## src/rtl/in_port_ctrl.sv

```systemverilog
// in_port_ctrl: sequences CPU IN reads against the input mux.
// Synchronises switches, synchronises and debounces buttons, keeps sticky
// press flags, runs a free-running counter port and stalls the CPU until
// the requested port has been captured.
module in_port_ctrl #(
    parameter logic [15:0] DEBOUNCE_CYCLES = 16'd50000,
    parameter logic [15:0] PRESCALE        = 16'd1,
    parameter logic        BLOCKING_BTN    = 1'b1,
    parameter logic [31:0] TIMEOUT         = 32'd0
) (
    input  logic        clk,
    input  logic        rst_n,
    input  logic [15:0] sw_raw,
    input  logic [4:0]  btn_raw,
    input  logic        in_req,
    input  logic [3:0]  port_sel,
    output logic [15:0] sw_sync,
    output logic [4:0]  btn_db,
    output logic [15:0] counter,
    output logic        in_mux_en,
    output logic        in_busy,
    output logic        in_done,
    output logic        in_timeout
);

    localparam int unsigned NUM_BTN  = 5;
    localparam int unsigned BTNC_IDX = 0;
    localparam int unsigned BTNR_IDX = 3;

    localparam logic [3:0]  PORT_BTNR = 4'd1;
    localparam logic [3:0]  PORT_BTNC = 4'd2;
    localparam logic [3:0]  PORT_LAST = 4'd3;

    // A zero parameter behaves like 1 rather than underflowing.
    localparam logic [15:0] DB_LAST  = (DEBOUNCE_CYCLES == 16'd0) ? 16'd0 : DEBOUNCE_CYCLES - 16'd1;
    localparam logic [15:0] PRE_LAST = (PRESCALE == 16'd0) ? 16'd0 : PRESCALE - 16'd1;
    localparam logic [31:0] TO_LAST  = TIMEOUT - 32'd1;

    typedef enum logic [1:0] {
        IDLE     = 2'd0,
        WAIT_BTN = 2'd1,
        CAPTURE  = 2'd2
    } state_t;

    state_t       state, state_nxt;
    logic [3:0]   port_q, port_nxt;
    logic [31:0]  wait_cnt, wait_nxt;
    logic         timeout_nxt;

    logic [15:0]  sw_meta;
    logic [4:0]   btn_meta, btn_sync;
    logic [15:0]  db_cnt     [NUM_BTN];
    logic [15:0]  db_cnt_nxt [NUM_BTN];
    logic [4:0]   db_nxt;
    logic [4:0]   press, press_clr, press_rise;
    logic [15:0]  prescale_cnt;

    // Two-flop synchronisers for switches and buttons.
    always_ff @(posedge clk or negedge rst_n) begin
        if (!rst_n) begin
            sw_meta  <= '0;
            sw_sync  <= '0;
            btn_meta <= '0;
            btn_sync <= '0;
        end else begin
            sw_meta  <= sw_raw;
            sw_sync  <= sw_meta;
            btn_meta <= btn_raw;
            btn_sync <= btn_meta;
        end
    end

    // Debounce: stable level follows sync only after DEBOUNCE_CYCLES differing clocks.
    always_comb begin
        db_nxt = btn_db;
        for (int i = 0; i < NUM_BTN; i++) begin
            db_cnt_nxt[i] = 16'd0;
            if (btn_sync[i] != btn_db[i]) begin
                if (db_cnt[i] == DB_LAST) begin
                    db_nxt[i] = btn_sync[i];
                end else begin
                    db_cnt_nxt[i] = db_cnt[i] + 16'd1;
                end
            end
        end
    end

    // Debounce state registers.
    always_ff @(posedge clk or negedge rst_n) begin
        if (!rst_n) begin
            btn_db <= '0;
            for (int i = 0; i < NUM_BTN; i++) begin
                db_cnt[i] <= 16'd0;
            end
        end else begin
            btn_db <= db_nxt;
            for (int i = 0; i < NUM_BTN; i++) begin
                db_cnt[i] <= db_cnt_nxt[i];
            end
        end
    end

    // Press flags: set on debounced rise, cleared by a capture of that port; set wins.
    always_comb begin
        press_rise = db_nxt & ~btn_db;
        press_clr  = '0;
        if (state == CAPTURE) begin
            press_clr[BTNR_IDX] = (port_q == PORT_BTNR);
            press_clr[BTNC_IDX] = (port_q == PORT_BTNC);
        end
    end

    // Press flag register.
    always_ff @(posedge clk or negedge rst_n) begin
        if (!rst_n) begin
            press <= '0;
        end else begin
            press <= (press & ~press_clr) | press_rise;
        end
    end

    // Free-running counter advanced on each prescaler wrap.
    always_ff @(posedge clk or negedge rst_n) begin
        if (!rst_n) begin
            prescale_cnt <= 16'd0;
            counter      <= 16'd0;
        end else if (prescale_cnt == PRE_LAST) begin
            prescale_cnt <= 16'd0;
            counter      <= counter + 16'd1;
        end else begin
            prescale_cnt <= prescale_cnt + 16'd1;
        end
    end

    // Next-state logic for the IN sequencer.
    always_comb begin
        state_nxt   = state;
        port_nxt    = port_q;
        wait_nxt    = wait_cnt;
        timeout_nxt = 1'b0;
        case (state)
            IDLE: begin
                if (in_req) begin
                    port_nxt = port_sel;
                    if (BLOCKING_BTN &&
                        (((port_sel == PORT_BTNR) && !press[BTNR_IDX]) ||
                         ((port_sel == PORT_BTNC) && !press[BTNC_IDX]))) begin
                        state_nxt = WAIT_BTN;
                        wait_nxt  = 32'd0;
                    end else begin
                        state_nxt = CAPTURE;
                    end
                end
            end
            WAIT_BTN: begin
                if (((port_q == PORT_BTNR) && press[BTNR_IDX]) ||
                    ((port_q == PORT_BTNC) && press[BTNC_IDX])) begin
                    state_nxt = CAPTURE;
                end else if ((TIMEOUT != 32'd0) && (wait_cnt == TO_LAST)) begin
                    state_nxt   = CAPTURE;
                    timeout_nxt = 1'b1;
                end else begin
                    wait_nxt = wait_cnt + 32'd1;
                end
            end
            CAPTURE: begin
                state_nxt = IDLE;
            end
            default: begin
                state_nxt = IDLE;
            end
        endcase
    end

    // State register and registered handshake outputs.
    always_ff @(posedge clk or negedge rst_n) begin
        if (!rst_n) begin
            state      <= IDLE;
            port_q     <= 4'd0;
            wait_cnt   <= 32'd0;
            in_done    <= 1'b0;
            in_mux_en  <= 1'b0;
            in_busy    <= 1'b0;
            in_timeout <= 1'b0;
        end else begin
            state      <= state_nxt;
            port_q     <= port_nxt;
            wait_cnt   <= wait_nxt;
            in_done    <= (state_nxt == CAPTURE);
            in_mux_en  <= (state_nxt == CAPTURE) && (port_nxt <= PORT_LAST);
            in_busy    <= (state_nxt != IDLE);
            in_timeout <= timeout_nxt;
        end
    end

endmodule

```

## config.mk

```make
export PLATFORM = sky130hd
export DESIGN_NAME = in_port_ctrl
export DESIGN_NICKNAME = d
export VERILOG_FILES = /design/src/rtl/in_port_ctrl.sv
export SDC_FILE = /design/constraint.sdc
export NUM_CORES = 1
export LEC_CHECK = 0
export CORE_MARGIN = 3
export CORE_UTILIZATION = 51
export CTS_CLUSTER_DIAMETER = 120
export DETAILED_ROUTE_END_ITERATION = 6
export PLACE_DENSITY = 0.75
export SLEW_MARGIN = 5
export SYNTH_ARGS = -nofsm -noshare
export SYNTH_HDL_FRONTEND = slang
export SYNTH_SLANG_ARGS = --single-unit
export TNS_END_PERCENT = 50
```

## constraint.sdc

```tcl
create_clock -name clk -period 1.9 [get_ports clk]
set_clock_uncertainty 0.2 [all_clocks]
set_input_delay 0.19 -clock clk [delete_from_list [all_inputs] [get_ports clk]]
set_output_delay 0.19 -clock clk [all_outputs]
set_load 0.05 [all_outputs]
```

After elaboration in Yosys (flattened, before gate mapping)
Cells that the tools add are included.
{ "totals": {"register_bits": 173, "ram_bits": 0, "memories": 0, "word_cells": 89, "out_inout_bits": 41, "latchBits": 0, "mem_bits_ro": 0, "in_bits": 28} }
{ "op_classes": {"n_eq_ne": 17, "n_reduce_logical": 12, "n_lt_le_gt_ge": 1, "addsub": 7, "n_bitwise": 5, "multipliers": 0, "div": 0, "mux": 29, "shifts": 0} }
{ "op_table": {"columns": ["operator", "n"], "rows": [
  ["two-way mux 16 bit", 11],
  ["adder 16 x 1 -> 16 bit, second input constant", 7],
  ["== test 16 bit, second input constant", 5],
  ["logical NOT 16 bit", 1],
  ["two-way mux 1 bit", 12],
  ["AND 5 bit", 2],
  ["== test 4 x 1 -> 1 bit, second input constant", 2],
  ["== test 4 x 2 -> 1 bit, second input constant", 2],
  ["two-way mux 4 bit", 2],
  ["two-way mux 2 bit", 3],
  ["logical AND 1 bit", 5],
  ["!= test 1 bit", 5],
  ["inverter 4 -> 5 bit", 1],
  ["inverter 5 bit", 1],
  ["OR 5 bit", 1],
  ["== test 2 bit, second input constant", 2],
  ["less-or-equal comparator 4 x 2 -> 1 bit, second input constant", 1],
  ["one-hot mux 2 bit (2 select lines)", 1],
  ["== test 2 x 1 -> 1 bit, second input constant", 1],
  ["logical NOT 1 bit", 2],
  ["logical NOT 2 bit", 1],
  ["logical OR 1 bit", 2],
  ["nonzero test 2 bit", 1]
]} }

Logic depth before layout (Yosys ltp)
Gate-level depths: netlist of the first run.
{ "depth": {"ltp_word": 8, "ltp_mapped": 8, "mapped_depth_nobuf": 6} }

Worst setup path after synthesis of the first run
No wires, ideal clock.
{ "synth_timing": {"kind": "reg2reg", "from": "register prescale_cnt[0]", "to": "register counter[14]", "t_arrival_ns": 1.694, "n_path_buf": 2, "setup_slack_ns": -0.135, "path_stages_with_launch": 9, "path_cell_list": "dfrtp_1 > inv_1 > ha_1 > nor4b_1 > and4_1 > clkbuf_1 > buf_2 > nand4_1 > xnor2_1"} }
{ "synth_via": {"elab_chain_cells": 1} }
{ "synth_lines": {"columns": ["item", "line", "source"], "rows": [
  ["start: declaration", "56", "logic [15:0] prescale_cnt;"],
  ["start signal: assignment", "131", "prescale_cnt <= prescale_cnt + 16'd1;"],
  ["logical NOT 16 bit", "127", "end else if (prescale_cnt == PRE_LAST) begin"],
  ["end signal: assignment", "129", "counter <= counter + 16'd1;"],
  ["end: declaration", "19", "output logic [15:0] counter,"]
]} }
No other way between the ends.
A chain may end at the register's enable or synchronous reset.

Worst setup path in the final report of the first run
{ "layout_timing": {"from": "register prescale_cnt[0]", "to": "register prescale_cnt[12]"} }
{ "layout_via": {"elab_chain_cells": 2, "word_cells_on_any_way": 3, "classes_between": "add/sub: 1; mux: 1; reduce/logical: 1"} }
{ "layout_lines": {"columns": ["item", "line"], "rows": [
  ["adder 16 x 1 -> 16 bit or logical NOT 16 bit (tied branches)", "131, 127"],
  ["two-way mux 16 bit *", "127"]
]} }
Every way passes the cells marked *; elsewhere a longest branch is shown, timed or not.

==> summary.md, run 1 <==
| Metric | Value |
|---|---|
| Startpoint Class | `flip-flop` |
| Die width | `124 um` |
| Worst Hold Path EP | `sw_meta[9]` |
| 1st-iter DRT viols | `272` |
| Clock Sinks | `170` |
| EDFF count, synth | `0` |
| Fillers | `950` |
| DRC | `0` |
| Ys flop type | `dfrtp_1` |
| CP Capture Type | `flip-flop` |
| Max-cap viol count | `0` |
| Final Net Count | `818` |
| PwrDens | `812 mW/mm^2` |
| Max clock buf depth | `2` |
| Static leakage | `0.00411 uW` |
| CTS Buf Count | `17` |
| Num rows | `42` |
| Largest net degree at the start of global routing | `54` |
| Final slew viol count | `0` |
| DP Wirelength | `9490 um` |
| Mapped cell area | `0.00714 sq mm` |
| Setup ws final | `-0.0483 ns` |
| Vias per cell | `5.41` |
| Most frequent cells in the layout | `dfrtp_1, nor2_1, buf_4, xnor2_1, nand3_1` |
| Critical Path RT | `2.01 ns` |
| Wire per inst | `15.3 um` |
| Vias | `5249` |
| Asr flop ratio synth | `100%` |
| Commonest non-fill, non-tap cell in the layout | `dfrtp_1` |
| Initial antenna violation count | `0` |
| Synth warn | `0` |
| Fin crit share | `103%` |
| CTS H-tree lvls | `4` |
| Root Buffer | `clkbuf_16` |
| I/O pin count | `69` |
| Reg area | `0.00426 sq mm` |
| Hold path depth | `1` |
| Placed cells | `917` |
| CTS tree | `done` |
| Post-synthesis sequential area ratio | `59.6%` |
| Mean Syn Cell Area | `11.3 sq um` |
| RSZ-0062 raised after global routing | `yes` |
| Worst-path fanout max | `3` |
| Worst Path Arrival | `2.06 ns` |
| Area Growth Syn to Fin | `32.0%` |
| Worst R2R End | `prescale_cnt[12]` |
| Fin crit period | `1.95 ns` |
| HP Start | `sw_raw[9]` |
| Layout cell share with drive strength beyond 1 | `21.4%` |
| Outcome | `finished with violations` |
| Area of the multi-input gates | `0.00299 sq mm` |
| DRT Wirelength | `14900 um` |
| GP Congestion | `0.873` |
| Die Area | `0.0155 sq mm` |
| DP Worst Slack | `-0.0188 ns` |
| CP Class | `reg2reg` |
| IO buf count | `67` |
| Global-route wire length before repair | `24500 um` |
| Syn_nets | `668` |
| ANT cells | `0` |
| Max VDD drop | `0.000665 V` |
| Total Routing Usage GR | `19.0%` |
| Syn Inst Count | `632` |
| Reg clk slew, reported paths | `0.06 ns` |
| Maximum clock frequency | `513 MHz` |
| Drt pass-1 iters | `5` |
| Non-Filler Instances | `971` |
| Failing checks | `setup timing` |
| Worst reg-to-reg setup slack | `-0.05 ns` |
| Initial core utilization | `53.1%` |
| Register bit total from synthesis | `170` |
| Die height | `124 um` |
| Yosys cell types | `39` |
| Min-delay worst type | `in2reg` |
| Core ar. | `0.0135 sq mm` |
| Setup violators final | `25` |
| Fin Hold WS | `0.0154 ns` |
| RR Startpoint | `prescale_cnt[0]` |
| Skew-Pair Late Insertion Delay | `0.42 ns` |
| Post-route ant nets | `0` |
| Util after Layout | `70.1%` |
| Worst r2r path cells | `8` |
| Number of global-route vias before repair | `5353` |
| Total gr overflow | `0` |
| Final Hold Fails | `0` |
per-stage QoR:
stage	area, sq um	power (uW)	setup TNS [ns]
3_5_place_dp	8380	4160	-0.0353
6_report	9430	7650	-0.485
4_1_cts	9110	7730	-0.0421
5_1_grt	9430	7940	-2.74
3_3_place_gp	8380	4150	0
2_1_floorplan	7150	3930	0
cell type report:
class | count | area share [%]
Sequential cell | 170 | 45.1
Multi-Input combinational cell | 430 | 31.7
Timing Repair Buffer | 141 | 13.5
Clock buffer | 20 | 4.63
Tap cell | 176 | 2.34
Clock inverter | 12 | 1.83
Inverter | 22 | 0.876
how the worst max path moves through the flow:
stage	start	to	slack (ns)
after floorplan	db_cnt[10]	db_cnt[14]	0.01
after global placement	db_cnt[26]	btn_db[3]	0.009
after detailed placement	db_cnt[12]	flip-flop	-0.02
after CTS	db_cnt[26]	btn_db[3]	-0.02
after global routing	prescale_cnt[0]	counter[10]	-0.13
final	prescale_cnt[0]	prescale_cnt[12]	-0.05
report_power, final:
| part | internal (uW) | switching (uW) | total [uW] |
|---|---|---|---|
| Clock | 2190 | 1350 | 3550 |
| Combinational | 149 | 221 | 370 |
| Sequential | 3690 | 44.8 | 3740 |
synth_stat cells, types with 3 or more instances:
cell / count / share of area (%)
dfrtp_1: 170 / 60
nor2_1: 92 / 4.8
xnor2_1: 73 / 9.0
nand3_1: 41 / 2.9
nand2_1: 33 / 1.7
nand4_1: 31 / 2.7
nor4_1: 27 / 2.4
xor2_1: 27 / 3.3
nor3_1: 26 / 1.8
inv_1: 22 / 1.2
and3_1: 10 / 0.88
mux2_2: 10 / 1.6
ha_1: 8 / 1.4
clkbuf_1: 6 / 0.32
nor4bb_1: 6 / 0.84
nor4b_1: 5 / 0.61
o21ai_0: 4 / 0.28
a21oi_1: 3 / 0.21
a32o_1: 3 / 0.42
and4_1: 3 / 0.37
nor3b_1: 3 / 0.32
or3_1: 3 / 0.26
or4_1: 3 / 0.32
flip-flops by register name, summed over array words and instances (netlist names), 2 cells and up, named ones only:
signal / cells
state: 2
sw_meta: 16
btn_sync: 5
port_q: 2
db_cnt: 80
btn_meta: 5
btn_db: 2
prescale_cnt: 16
counter: 16
sw_sync: 16
press: 2
timing repair:
| item | 4_1_cts | 5_1_grt |
|---|---|---|
| gates resized for setup | 27 | 41 |
| hold endpoints to repair | 178 | 0 |
| setup buffers | 2 | 9 |
| hold buffers | 9 | 0 |
| gates cloned | 0 | 2 |
| pin swaps | 3 | 20 |
| endpoints found under the setup margin | 32 | 68 |
per-layer routing:
layer / GRT usage [%] / share of wire, % / vias up / wire length, um
met3: 5.10 / 4.0 / 25 / 601
met1: 24.1 / 43 / 2629 / 6370
met2: 31.5 / 51 / 98 / 7640
met5: 0 / 0 / - / 0
met4: 6.71 / 1.7 / 0 / 248
li1: - / - / 2497 / -
critical path, cell delays in order, from the launching register on:
cell and delay [ns]:
dfrtp_1 0.39, inv_2 0.09, ha_4 0.13, nor4b_4 0.21, buf_4 0.15, and4_4 0.27
buf_4 0.12, nor2_1 0.03, mux2_2 0.26
logic make-up (layout without fill, tap and decap cells):
logic type | after synthesis | after routing | synth area share (%)
buffers and inverters | 32 | 195 | 1.82
DFF | 170 | 170 | 59.6
AOI/OAI and AO/OA | 16 | 16 | 2.12
xor gates and xnor gates | 100 | 100 | 12.3
and+or+nand+nor | 295 | 295 | 21.2
other | 1 | 1 | 0.0525
muxes | 10 | 10 | 1.58
adders and majority gates | 8 | 8 | 1.40
Power figures use the tool's default switching activity.
==> run 2: changes to the inputs <==
SKIP_CTS_REPAIR_TIMING = 1   (was default)
==> run 2 against run 1 <==
Net effect:
- the flow still finishes with violations (setup timing)
- register-to-register slack worse by 0.08 ns
- power is 0.35% higher
- clock-buffer cell count stayed put
- cell area is 0.78% higher
- via count is 0.21% higher
- die area stayed put
- global-route usage is 0.35 points lower
==> summary.md, run 2 (synthesis results as in run 1) <==
| Metric | Value |
|---|---|
| Static leakage | `0.00421 uW (+2.2%)` |
| Core ar. | `0.0135 sq mm (unchanged)` |
| Final slew viol count | `0 (unchanged)` |
| Total gr overflow | `0 (unchanged)` |
| Relative slew slack | `61.7%` |
| CP delay by family, top | `buffers and inverters` |
| Pwr Total | `7680 uW (+0.35%)` |
| CP Class | `reg2reg` |
| Slowest CP cell | `dfrtp_1` |
| Cell chain of the critical path | `nor4b_2, nand3_1, buf_4, o41ai_4, buf_4, clkbuf_16, nor2_4` |
| Skew-Pair Late Insertion Delay | `0.42 ns (about the same)` |
| Setup violators final | `19 (-24%)` |
| Vias | `5260 (+0.21%)` |
| Final Hold Fails | `0 (unchanged)` |
| Worst-path fanout max | `8 (+5)` |
| Fillers | `951 (+0.11%)` |
| RR Startpoint | `db_cnt[28]` |
| CP bufs+invs | `3 (unchanged)` |
| Reg clk slew, reported paths | `0.06 ns (about the same)` |
| Die width | `124 um (unchanged)` |
| CTS tree | `done` |
| Initial antenna violation count | `0 (unchanged)` |
| Failing checks | `setup timing` |
| 1st-iter DRT viols | `263 (-3.3%)` |
| Setup ws final | `-0.124 ns (-0.0756 ns)` |
| DRC | `0 (unchanged)` |
| IO buf count | `67 (unchanged)` |
| Total Routing Usage GR | `18.6% (-0.35 points)` |
| Fin crit period | `2.02 ns (+0.0756 ns)` |
| Area Growth Syn to Fin | `33.1%` |
| Num rows | `42 (unchanged)` |
| Outcome | `finished with violations` |
| Post-route ant nets | `0 (unchanged)` |
| Fin Hold WS | `0.00156 ns (-0.0138 ns)` |
| Fin crit share | `107% (+4.0 points)` |
| Drt pass-1 iters | `5 (unchanged)` |
| HP Start | `btn_raw[3]` |
| I/O pin count | `69 (unchanged)` |
| Clock Sinks | `170 (unchanged)` |
| DP Wirelength | `9490 um (unchanged)` |
| Initial core utilization | `53.1% (unchanged)` |
| ANT cells | `0 (unchanged)` |
| Worst slew pin tran | `0.569 ns` |
| Worst Setup SP | `db_cnt[28]` |
| Die height | `124 um (unchanged)` |
| Max clock buf depth | `2 (unchanged)` |
| Startpoint Class | `flip-flop` |
| Placed Instance Area | `0.00838 sq mm (unchanged)` |
| Largest net degree at the start of global routing | `54 (unchanged)` |
| CTS Buf Count | `17 (unchanged)` |
| Vias per cell | `5.45 (+0.83%)` |
| Biggest register | `db_cnt` |
| PwrDens | `808 mW/mm^2 (-0.43%)` |
| Max VDD drop | `0.000660 V (-0.66%)` |
| Worst Path Arrival | `2.13 ns (+0.07 ns)` |
| Most frequent cells in the layout | `dfrtp_1, nor2_1, buf_4, xnor2_1, nand3_1` |
| Final Net Count | `812 (-0.73%)` |
| Max reg flops | `80 (unchanged)` |
| CP peak stage delay | `0.39 ns (about the same)` |
| CP Capture Type | `flip-flop` |
| GP Congestion | `0.873 (unchanged)` |
| Most used cell, CP | `buf_4` |
| Die Area | `0.0155 sq mm (unchanged)` |
| Maximum clock frequency | `494 MHz (-3.7%)` |
| Global-route wire length before repair | `24100 um (-1.7%)` |
| Min-delay worst type | `in2reg` |
| Layout cell share with drive strength beyond 1 | `22.4% (+1.0 points)` |
| Root Buffer | `clkbuf_16` |
| CTS H-tree lvls | `4 (unchanged)` |
| DRT Wirelength | `15100 um (+1.8%)` |
| Wire per inst | `15.7 um (+2.4%)` |
| Max-cap viol count | `0 (unchanged)` |
| RSZ-0062 raised after global routing | `yes` |
| Critical Path RT | `2.00 ns (about the same)` |
| Number of global-route vias before repair | `5271 (-1.5%)` |
| Design area | `0.00950 sq mm (+0.78%)` |
| Commonest non-fill, non-tap cell in the layout | `dfrtp_1` |
run 2: changes by cell type in the layout (fill, tap and decap cells not counted), moves of 2 or more:
cell            change
nor2_4             +11
buf_4               -3
nor4_2              +2
dlygate4sd2_1      -18
nor2_1             -12
nor3_4              +2
dlymetal6s2s_1     +18
dlygate4sd3_1       -3
run 2: through the flow:
step	utilization (%)	setup slack, ns	instances	setup TNS, ns
2_1_floorplan	-	0.0129	632	0
3_3_place_gp	62.3	0.00853	917	0
3_5_place_dp	62.3	-0.0188	917	-0.0353
4_1_cts	66.8	-0.169	949	-1.49
5_1_grt	70.6	-0.185	965	-3.27
6_report	70.6	-0.124	965	-1.71
run 2: per-layer routing:
| layer | GRT usage [%] | share of wire, % |
|---|---|---|
| met5 | 0 | 0 |
| met4 | 6.71 | 1.8 |
| met3 | 5.06 | 4.6 |
| met2 | 30.6 | 52 |
| met1 | 23.8 | 42 |
run 2: worst register-to-register path: stages (launching register included):
cell,delay (ns)
dfrtp_1,0.39
nor4b_2,0.30
nand3_1,0.14
buf_4,0.17
o41ai_4,0.29
buf_4,0.20
clkbuf_16,0.19
nor2_4,0.04
run 2: area by class of cell:
type | count | area, sq um | share of cell area [%]
repair buffers | 135 | 1270 | 13.3
inverters | 22 | 82.6 | 0.869
clock inverters | 12 | 173 | 1.82
flip-flops and latches | 170 | 4260 | 44.8
clock buffers | 20 | 437 | 4.60
multi-input cells | 430 | 3070 | 32.3
well taps | 176 | 220 | 2.32
run 2: path summary, 6_finish.rpt:
kind                               end  slack, ns  cells after the start
max                         db_cnt[22]      -0.12                      7
min                        btn_meta[3]      0.002                      1
max reg2reg                 db_cnt[22]      -0.12                      7
min reg2reg                 sw_sync[9]       0.15                      0
max in group asynchronous   db_cnt[48]       0.85                      3
min in group asynchronous   sw_sync[9]       0.06                      2
run 2: power breakdown:
part | total, uW | internal, uW | switching, uW
clock network | 3550 | 2190 | 1360
logic | 388 | 158 | 231
registers | 3740 | 3690 | 45.1
==> run 3: changes to the inputs <==
SLEW_MARGIN = 20   (was 5)
==> results of run 3 <==
The final DEF is identical to that of run 2; final timing and power are the same.
